**config.mk**
```make
export PLATFORM = sky130hd
export DESIGN_NAME = uart_rx_fifo_flat
export DESIGN_NICKNAME = d
export VERILOG_FILES = /design/src/rtl/uart_rx_fifo_if.sv /design/src/rtl/uart_rx_fifo.sv /design/src/flat_wrapper.sv
export SDC_FILE = /design/constraint.sdc
export NUM_CORES = 1
export LEC_CHECK = 0
export ABC_AREA = 0
export CAP_MARGIN = 30
export CORE_UTILIZATION = 40
export DETAILED_ROUTE_END_ITERATION = 8
export GPL_TIMING_DRIVEN = 0
export PLACE_DENSITY = 0.68
export SLEW_MARGIN = 30
export SYNTH_ARGS = -nofsm -noshare
export SYNTH_HDL_FRONTEND = slang
export SYNTH_SLANG_ARGS = --single-unit
```
**constraint.sdc**
```tcl
create_clock -name clk -period 5.6 [get_ports clk]
set_input_delay 1.4 -clock clk [delete_from_list [all_inputs] [get_ports clk]]
set_output_delay 1.4 -clock clk [all_outputs]
set_load 0.01 [all_outputs]
```
**src/rtl/uart_rx_fifo_if.sv**
```systemverilog
// Handshake bundle between the UART receiver, the RX FIFO and the CPU-side
// register logic. The slave modport is the FIFO; the master drives it.
interface uart_rx_fifo_if #(
  parameter int DEPTH_LOG2 = 4
);
  logic                  received;
  logic [7:0]            rx_byte;
  logic                  rx_error;
  logic                  rd_ack;
  logic                  status_clr;
  logic                  rd_valid;
  logic [6:0]            rd_data;
  logic [DEPTH_LOG2:0]   level;
  logic                  cts_hold;
  logic                  overflow;
  logic [7:0]            err_count;

  modport master (
    output received, rx_byte, rx_error, rd_ack, status_clr,
    input  rd_valid, rd_data, level, cts_hold, overflow, err_count
  );

  modport slave (
    input  received, rx_byte, rx_error, rd_ack, status_clr,
    output rd_valid, rd_data, level, cts_hold, overflow, err_count
  );
endinterface

```
**src/rtl/uart_rx_fifo.sv**
```systemverilog
// UART receive FIFO with show-ahead head register and hysteretic CTS hold.
// Optional feature macro RX_LF_TO_CR_EN: store incoming LF (0x0A) as CR (0x0D).
module uart_rx_fifo #(
  parameter int DEPTH_LOG2 = 4,
  parameter int CTS_HI     = 12,
  parameter int CTS_LO     = 4
) (
  input logic           clk,
  input logic           rst,
  uart_rx_fifo_if.slave bus
);
  localparam int DEPTH = 1 << DEPTH_LOG2;
  localparam int LW    = DEPTH_LOG2 + 1;
  localparam logic [LW-1:0]         DEPTH_L  = LW'(DEPTH);
  localparam logic [LW-1:0]         CTS_HI_L = LW'(CTS_HI);
  localparam logic [LW-1:0]         CTS_LO_L = LW'(CTS_LO);
  localparam logic [LW-1:0]         LVL_ONE  = LW'(1);
  localparam logic [DEPTH_LOG2-1:0] PTR_ONE  = DEPTH_LOG2'(1);

  typedef enum logic [0:0] {
    RUN  = 1'b0,
    HOLD = 1'b1
  } cts_state_e;

  function automatic logic [6:0] xlate(input logic [6:0] b);
`ifdef RX_LF_TO_CR_EN
    if (b == 7'h0A) begin
      return 7'h0D;
    end else begin
      return b;
    end
`else
    return b;
`endif
  endfunction

  logic [6:0]            mem_r [DEPTH];
  logic [DEPTH_LOG2-1:0] wr_ptr_r;
  logic [DEPTH_LOG2-1:0] rd_ptr_r;
  logic [LW-1:0]         level_r;
  logic                  rd_valid_r;
  logic [6:0]            rd_data_r;
  logic                  overflow_r;
  logic [7:0]            err_count_r;
  cts_state_e            cts_state_r;
  logic                  cts_hold_r;

  logic                  full_s;
  logic                  push_req_s;
  logic                  push_s;
  logic                  pop_s;
  logic                  ovf_evt_s;
  logic [6:0]            wr_data_s;
  logic [LW-1:0]         level_nxt_s;
  logic [DEPTH_LOG2-1:0] rd_ptr_nxt_s;
  logic [6:0]            head_nxt_s;
  logic                  rx_msb_unused_s;

  assign rx_msb_unused_s = bus.rx_byte[7];

  // Push/pop decode, next occupancy and next head (with write bypass).
  always_comb begin
    full_s      = (level_r == DEPTH_L);
    push_req_s  = bus.received & ~bus.rx_error;
    push_s      = push_req_s & ~full_s;
    ovf_evt_s   = push_req_s & full_s;
    pop_s       = bus.rd_ack & rd_valid_r;
    wr_data_s   = xlate(bus.rx_byte[6:0]);
    level_nxt_s = level_r;
    if (push_s && !pop_s) begin
      level_nxt_s = level_r + LVL_ONE;
    end else if (pop_s && !push_s) begin
      level_nxt_s = level_r - LVL_ONE;
    end else begin
      level_nxt_s = level_r;
    end
    rd_ptr_nxt_s = pop_s ? (rd_ptr_r + PTR_ONE) : rd_ptr_r;
    // The slot being written this cycle is not in mem_r yet, so forward it.
    if (push_s && (rd_ptr_nxt_s == wr_ptr_r)) begin
      head_nxt_s = wr_data_s;
    end else begin
      head_nxt_s = mem_r[rd_ptr_nxt_s];
    end
  end

  // Storage array; reset only makes entries unreachable.
  always_ff @(posedge clk) begin
    if (push_s) begin
      mem_r[wr_ptr_r] <= wr_data_s;
    end
  end

  // Pointers, occupancy, show-ahead head and sticky status.
  always_ff @(posedge clk) begin
    if (rst) begin
      wr_ptr_r    <= '0;
      rd_ptr_r    <= '0;
      level_r     <= '0;
      rd_valid_r  <= 1'b0;
      rd_data_r   <= 7'h00;
      overflow_r  <= 1'b0;
      err_count_r <= 8'h00;
    end else begin
      if (push_s) begin
        wr_ptr_r <= wr_ptr_r + PTR_ONE;
      end
      rd_ptr_r   <= rd_ptr_nxt_s;
      level_r    <= level_nxt_s;
      rd_valid_r <= (level_nxt_s != '0);
      if (level_nxt_s != '0) begin
        rd_data_r <= head_nxt_s;
      end
      if (bus.status_clr) begin
        overflow_r  <= 1'b0;
        err_count_r <= 8'h00;
      end else begin
        if (ovf_evt_s) begin
          overflow_r <= 1'b1;
        end
        if (bus.rx_error && (err_count_r != 8'hFF)) begin
          err_count_r <= err_count_r + 8'h01;
        end
      end
    end
  end

  // Flow-control FSM: hysteresis between CTS_LO and CTS_HI on next level.
  always_ff @(posedge clk) begin
    if (rst) begin
      cts_state_r <= RUN;
      cts_hold_r  <= 1'b0;
    end else begin
      case (cts_state_r)
        RUN: begin
          if (level_nxt_s >= CTS_HI_L) begin
            cts_state_r <= HOLD;
            cts_hold_r  <= 1'b1;
          end
        end
        HOLD: begin
          if (level_nxt_s <= CTS_LO_L) begin
            cts_state_r <= RUN;
            cts_hold_r  <= 1'b0;
          end
        end
        default: begin
          cts_state_r <= RUN;
          cts_hold_r  <= 1'b0;
        end
      endcase
    end
  end

  assign bus.rd_valid  = rd_valid_r;
  assign bus.rd_data   = rd_data_r;
  assign bus.level     = level_r;
  assign bus.cts_hold  = cts_hold_r;
  assign bus.overflow  = overflow_r;
  assign bus.err_count = err_count_r;
endmodule

```
**src/flat_wrapper.sv**
```systemverilog
// flat-port wrapper written by rule: the top's interface ports become plain ports
module uart_rx_fifo_flat 
#(
  parameter int DEPTH_LOG2 = 4,
  parameter int CTS_HI     = 12,
  parameter int CTS_LO     = 4
)
  (clk, rst, bus_received, bus_rx_byte, bus_rx_error, bus_rd_ack, bus_status_clr, bus_rd_valid, bus_rd_data, bus_level, bus_cts_hold, bus_overflow, bus_err_count);
  uart_rx_fifo_if #(.DEPTH_LOG2(DEPTH_LOG2)) bus_i ();
  input logic clk;
  input logic rst;
  input wire logic [$bits(bus_i.received)-1:0] bus_received;
  input wire logic [$bits(bus_i.rx_byte)-1:0] bus_rx_byte;
  input wire logic [$bits(bus_i.rx_error)-1:0] bus_rx_error;
  input wire logic [$bits(bus_i.rd_ack)-1:0] bus_rd_ack;
  input wire logic [$bits(bus_i.status_clr)-1:0] bus_status_clr;
  output wire logic [$bits(bus_i.rd_valid)-1:0] bus_rd_valid;
  output wire logic [$bits(bus_i.rd_data)-1:0] bus_rd_data;
  output wire logic [$bits(bus_i.level)-1:0] bus_level;
  output wire logic [$bits(bus_i.cts_hold)-1:0] bus_cts_hold;
  output wire logic [$bits(bus_i.overflow)-1:0] bus_overflow;
  output wire logic [$bits(bus_i.err_count)-1:0] bus_err_count;
  assign bus_i.received = bus_received;
  assign bus_i.rx_byte = bus_rx_byte;
  assign bus_i.rx_error = bus_rx_error;
  assign bus_i.rd_ack = bus_rd_ack;
  assign bus_i.status_clr = bus_status_clr;
  assign bus_rd_valid = bus_i.rd_valid;
  assign bus_rd_data = bus_i.rd_data;
  assign bus_level = bus_i.level;
  assign bus_cts_hold = bus_i.cts_hold;
  assign bus_overflow = bus_i.overflow;
  assign bus_err_count = bus_i.err_count;
  uart_rx_fifo #(.DEPTH_LOG2(DEPTH_LOG2), .CTS_HI(CTS_HI), .CTS_LO(CTS_LO)) u_core (.clk(clk), .rst(rst), .bus(bus_i));
endmodule
```
==> run_results.csv <==
group,metric,value,unit
floorplan,core,0.0154,mm2
floorplan,num_rows,45,
timing,setup_viol,0,
logic_synthesis,syn_area_per_cell,14.7,um2
timing,slew_headroom,45.1,%
power,power,3.29,mW
setup_path,worstPathRequired,5890,ps
power,leakage,2.57,nW
cells_and_area,layout.nets,508,
setup_path,cp_max_fo,10,
timing,fmax,0.258,GHz
power,power.density,431,mW/mm2
setup_path,cp_data_arrival_time,4170,ps
floorplan,ios,37,
global_routing,grt_pass1_vias,3977,
timing,setup_tns,0,ps
timing,fin_crit,3880,ps
logic_synthesis,synth_warnings,0,
power,p_int,2.36,mW
timing,grt_setup_unrepaired,"no",
cells_and_area,num_antenna_cells,0,
setup_path,path_delay_family,"buffers and inverters",
setup_path,crit_buf_inv,3,
logic_synthesis,synthAdderAreaFrac,1.58,%
floorplan,start_util,41.3,%
hold_path,hold_class,"flip-flop to flip-flop",
global_routing,antenna_found_initial,0,
placement,io_buffers,35,
setup_path,crit_slowest_cell,"nor4bb_1",
setup_path,max_stage_delay,660,ps
power,ir_drop,0.375,mV
drt,wirelength,13.3,mm
floorplan,die_w,128,um
drt,num_vias,3880,
drt,wire_per_inst,18.7,um
setup_path,end_kind,"flip-flop",
cts,htreeDepth,4,
cts,cts_resized,0,
cells_and_area,final_common_cell,"edfxtp_1",
timing,worst_pin_slew,821,ps
logic_synthesis,synth_cell_types,61,
cts,clk_latency,420,ps
cts,postCtsHoldBufs,0,
global_routing,grt_max_degree,18,
global_routing,grt_pass1_wl,21.1,mm
logic_synthesis,synth-compound-area-share,7.65,%
logic_synthesis,syn_inst,432,
logic_synthesis,synth_ff_type,"edfxtp_1",
cells_and_area,drive_gt1_share,13.8,%
setup_path,critPathLaunchType,"input port",
cts,post-cts-setup-buffers,0,
logic_synthesis,synth_mux_area_share,11.5,%
cts,cts-root-buf,"clkbuf_16",
drt,ant_nets,0,
cells_and_area,final_cell_mix,"edfxtp_1 (112), nor2_1 (38), clkdlybuf4s50_1 (35)",
cts,clkSlewWorstSetupHoldPaths,60,ps
drt,via_per_inst,5.46,
cts,clock-sinks,144,
power,sequentialPowerShare,37.8,%
drt,drtIter0Drc,355,
drt,drt_first_pass_iters,4,
logic_synthesis,ys_async_sr_fraction,0,%
logic_synthesis,syn-cell-area,0.00635,mm2
power,p_sw,928,uW
timing,post-route-period-util,69.3,%
cts,numCtsBuffers,17,
power,power_frac_clock,36.8,%
timing,hold_violations,0,
global_routing,grt_usage,17.4,%
logic_synthesis,synth_top_family_by_area,"multiplexers",
setup_path,crit_type,"input port to flip-flop",
logic_synthesis,syn-num-nets,454,
floorplan,die_area,0.0164,mm2
logic_synthesis,synth-seq-cells,144,
global_routing,grt-ovfl-total,0,
cells_and_area,area_growth,20.0,%
timing,finClkSkew,10.7,ps
logic_synthesis,synth_edf_count,112,
status,status,"finished clean",
placement,gp_congestion,0.822,
logic_synthesis,yosys.area_share.xor_xnor,3.65,%
cts,cts.path.max_buffers,2,
timing,final-max-slew-violation-count,0,
floorplan,die_h,128,um
logic_synthesis,synthSimpleGateAreaFrac,9.97,%
cts,cts_tree,"built",
run,maxCapViolCount,0,
setup_path,crit_chain,"clkdlybuf4s50_1, and2_4, buf_6, mux2i_4, o21ai_0, nor4bb_1, buf_2, a2111oi_1, a211oi_1, nor3_1",
power,switching_share,28.2,%
drt,drc,0,
logic_synthesis,seq_area_frac_synth,63.1,%
power,combPwrFrac,25.4,%
placement,hpwl,8.87,mm
-- tightest hold or removal path, stage by stage, from the launching register on --
cell and delay [ps]:
dfxtp_1 310, nand3_1 60, o41ai_1 60
-- flip-flops by register name, indices dropped and copies added, names as in the netlist --
register	count
u_core.bus.rd_data	7
u_core.wr_ptr_r	4
u_core.rd_ptr_r	4
u_core.bus.rd_valid	1
u_core.cts_state_r	1
u_core.bus.overflow	1
u_core.mem_r	112
u_core.bus.level	5
u_core.bus.err_count	8
u_core.bus.cts_hold	1
-- power groups by stage --
stage	clock, mW	combinational (mW)	sequential, mW
floorplan	0	0.570	1.27
global placement	0	0.811	1.26
detailed placement	0	0.824	1.26
CTS	1.22	0.834	1.24
global route	1.26	0.903	1.25
finish	1.21	0.835	1.24
-- layout make-up --
cell class                 count  area [um2]
tap                          211         264
multi-input combinational    258        2200
timing repair buffer          35         350
inverter                       8        30.0
clock buffer                  18         429
clock inverter                14         205
buffer                        22         138
fill                        1286        7750
sequential                   144        4000
-- Yosys cell counts (all sizes together), types with 2 or more instances --
master	instances	share of area, %
a2111oi	8	1.3
a211oi	10	1.2
a21o	2	0.24
a21oi	14	1.1
a31oi	5	0.49
and2	5	0.53
buf	14	1.5
clkbuf	8	0.65
dfxtp	32	10
edfxtp	112	53
ha	8	1.6
inv	8	0.47
mux2i	11	1.9
mux4	24	9.5
nand2	22	1.3
nand2b	4	0.39
nand3	4	0.32
nand4	4	0.39
nor2	38	2.2
nor2b	8	0.79
nor3	26	2.2
nor3b	2	0.24
nor4bb	2	0.55
o211ai	4	0.47
o21a	3	0.35
o21ai	15	1.2
o22ai	2	0.20
o41ai	2	0.28
or3	3	0.30
xnor2	12	2.1
xor2	8	1.2
-- layer usage --
metal / global-route usage (%) / share of wire (%) / up-vias
met5: 0 / 0 / -
met4: 4.01 / 0.81 / 0
met1: 22.0 / 44 / 1934
met3: 4.97 / 5.0 / 13
li1: - / - / 1801
met2: 29.6 / 51 / 132
-- metrics by stage --
stage | hold slack [ps] | util [%] | area [um2] | setup slack, ps | std cells
3_3_place_gp | 454 | 45.3 | 6960 | 1390 | 678
2_1_floorplan | 450 | - | 6350 | 2270 | 432
4_1_cts | 486 | 49.6 | 7620 | 1750 | 710
5_1_grt | 501 | 49.6 | 7620 | 1480 | 710
6_report | 477 | 49.6 | 7620 | 1720 | 710
3_5_place_dp | 468 | 45.4 | 6980 | 1320 | 678
-- logic make-up (layout without fill, tap and decap cells) --
group / Yosys count / after routing
DFF: 144 / 144
xor gates and xnor gates: 21 / 21
muxes: 35 / 35
AOI/OAI and AO/OA: 71 / 71
adders and majority gates: 8 / 8
buffers and inverters: 30 / 97
and+or+nand+nor: 123 / 123
-- final timing paths --
check | to | depth (start not counted) | slack (ps) | start
max | u_core.bus.rd_data[2] | 10 | 1720 | bus_rd_ack
min | u_core.bus.rd_data[6] | 2 | 480 | u_core.bus.rd_data[6]
max reg2reg | u_core.bus.rd_data[2] | 11 | 2540 | u_core.bus.level[0]
min reg2reg | u_core.bus.rd_data[6] | 2 | 480 | u_core.bus.rd_data[6]
Note: power is estimated with default switching activity, not from simulation.
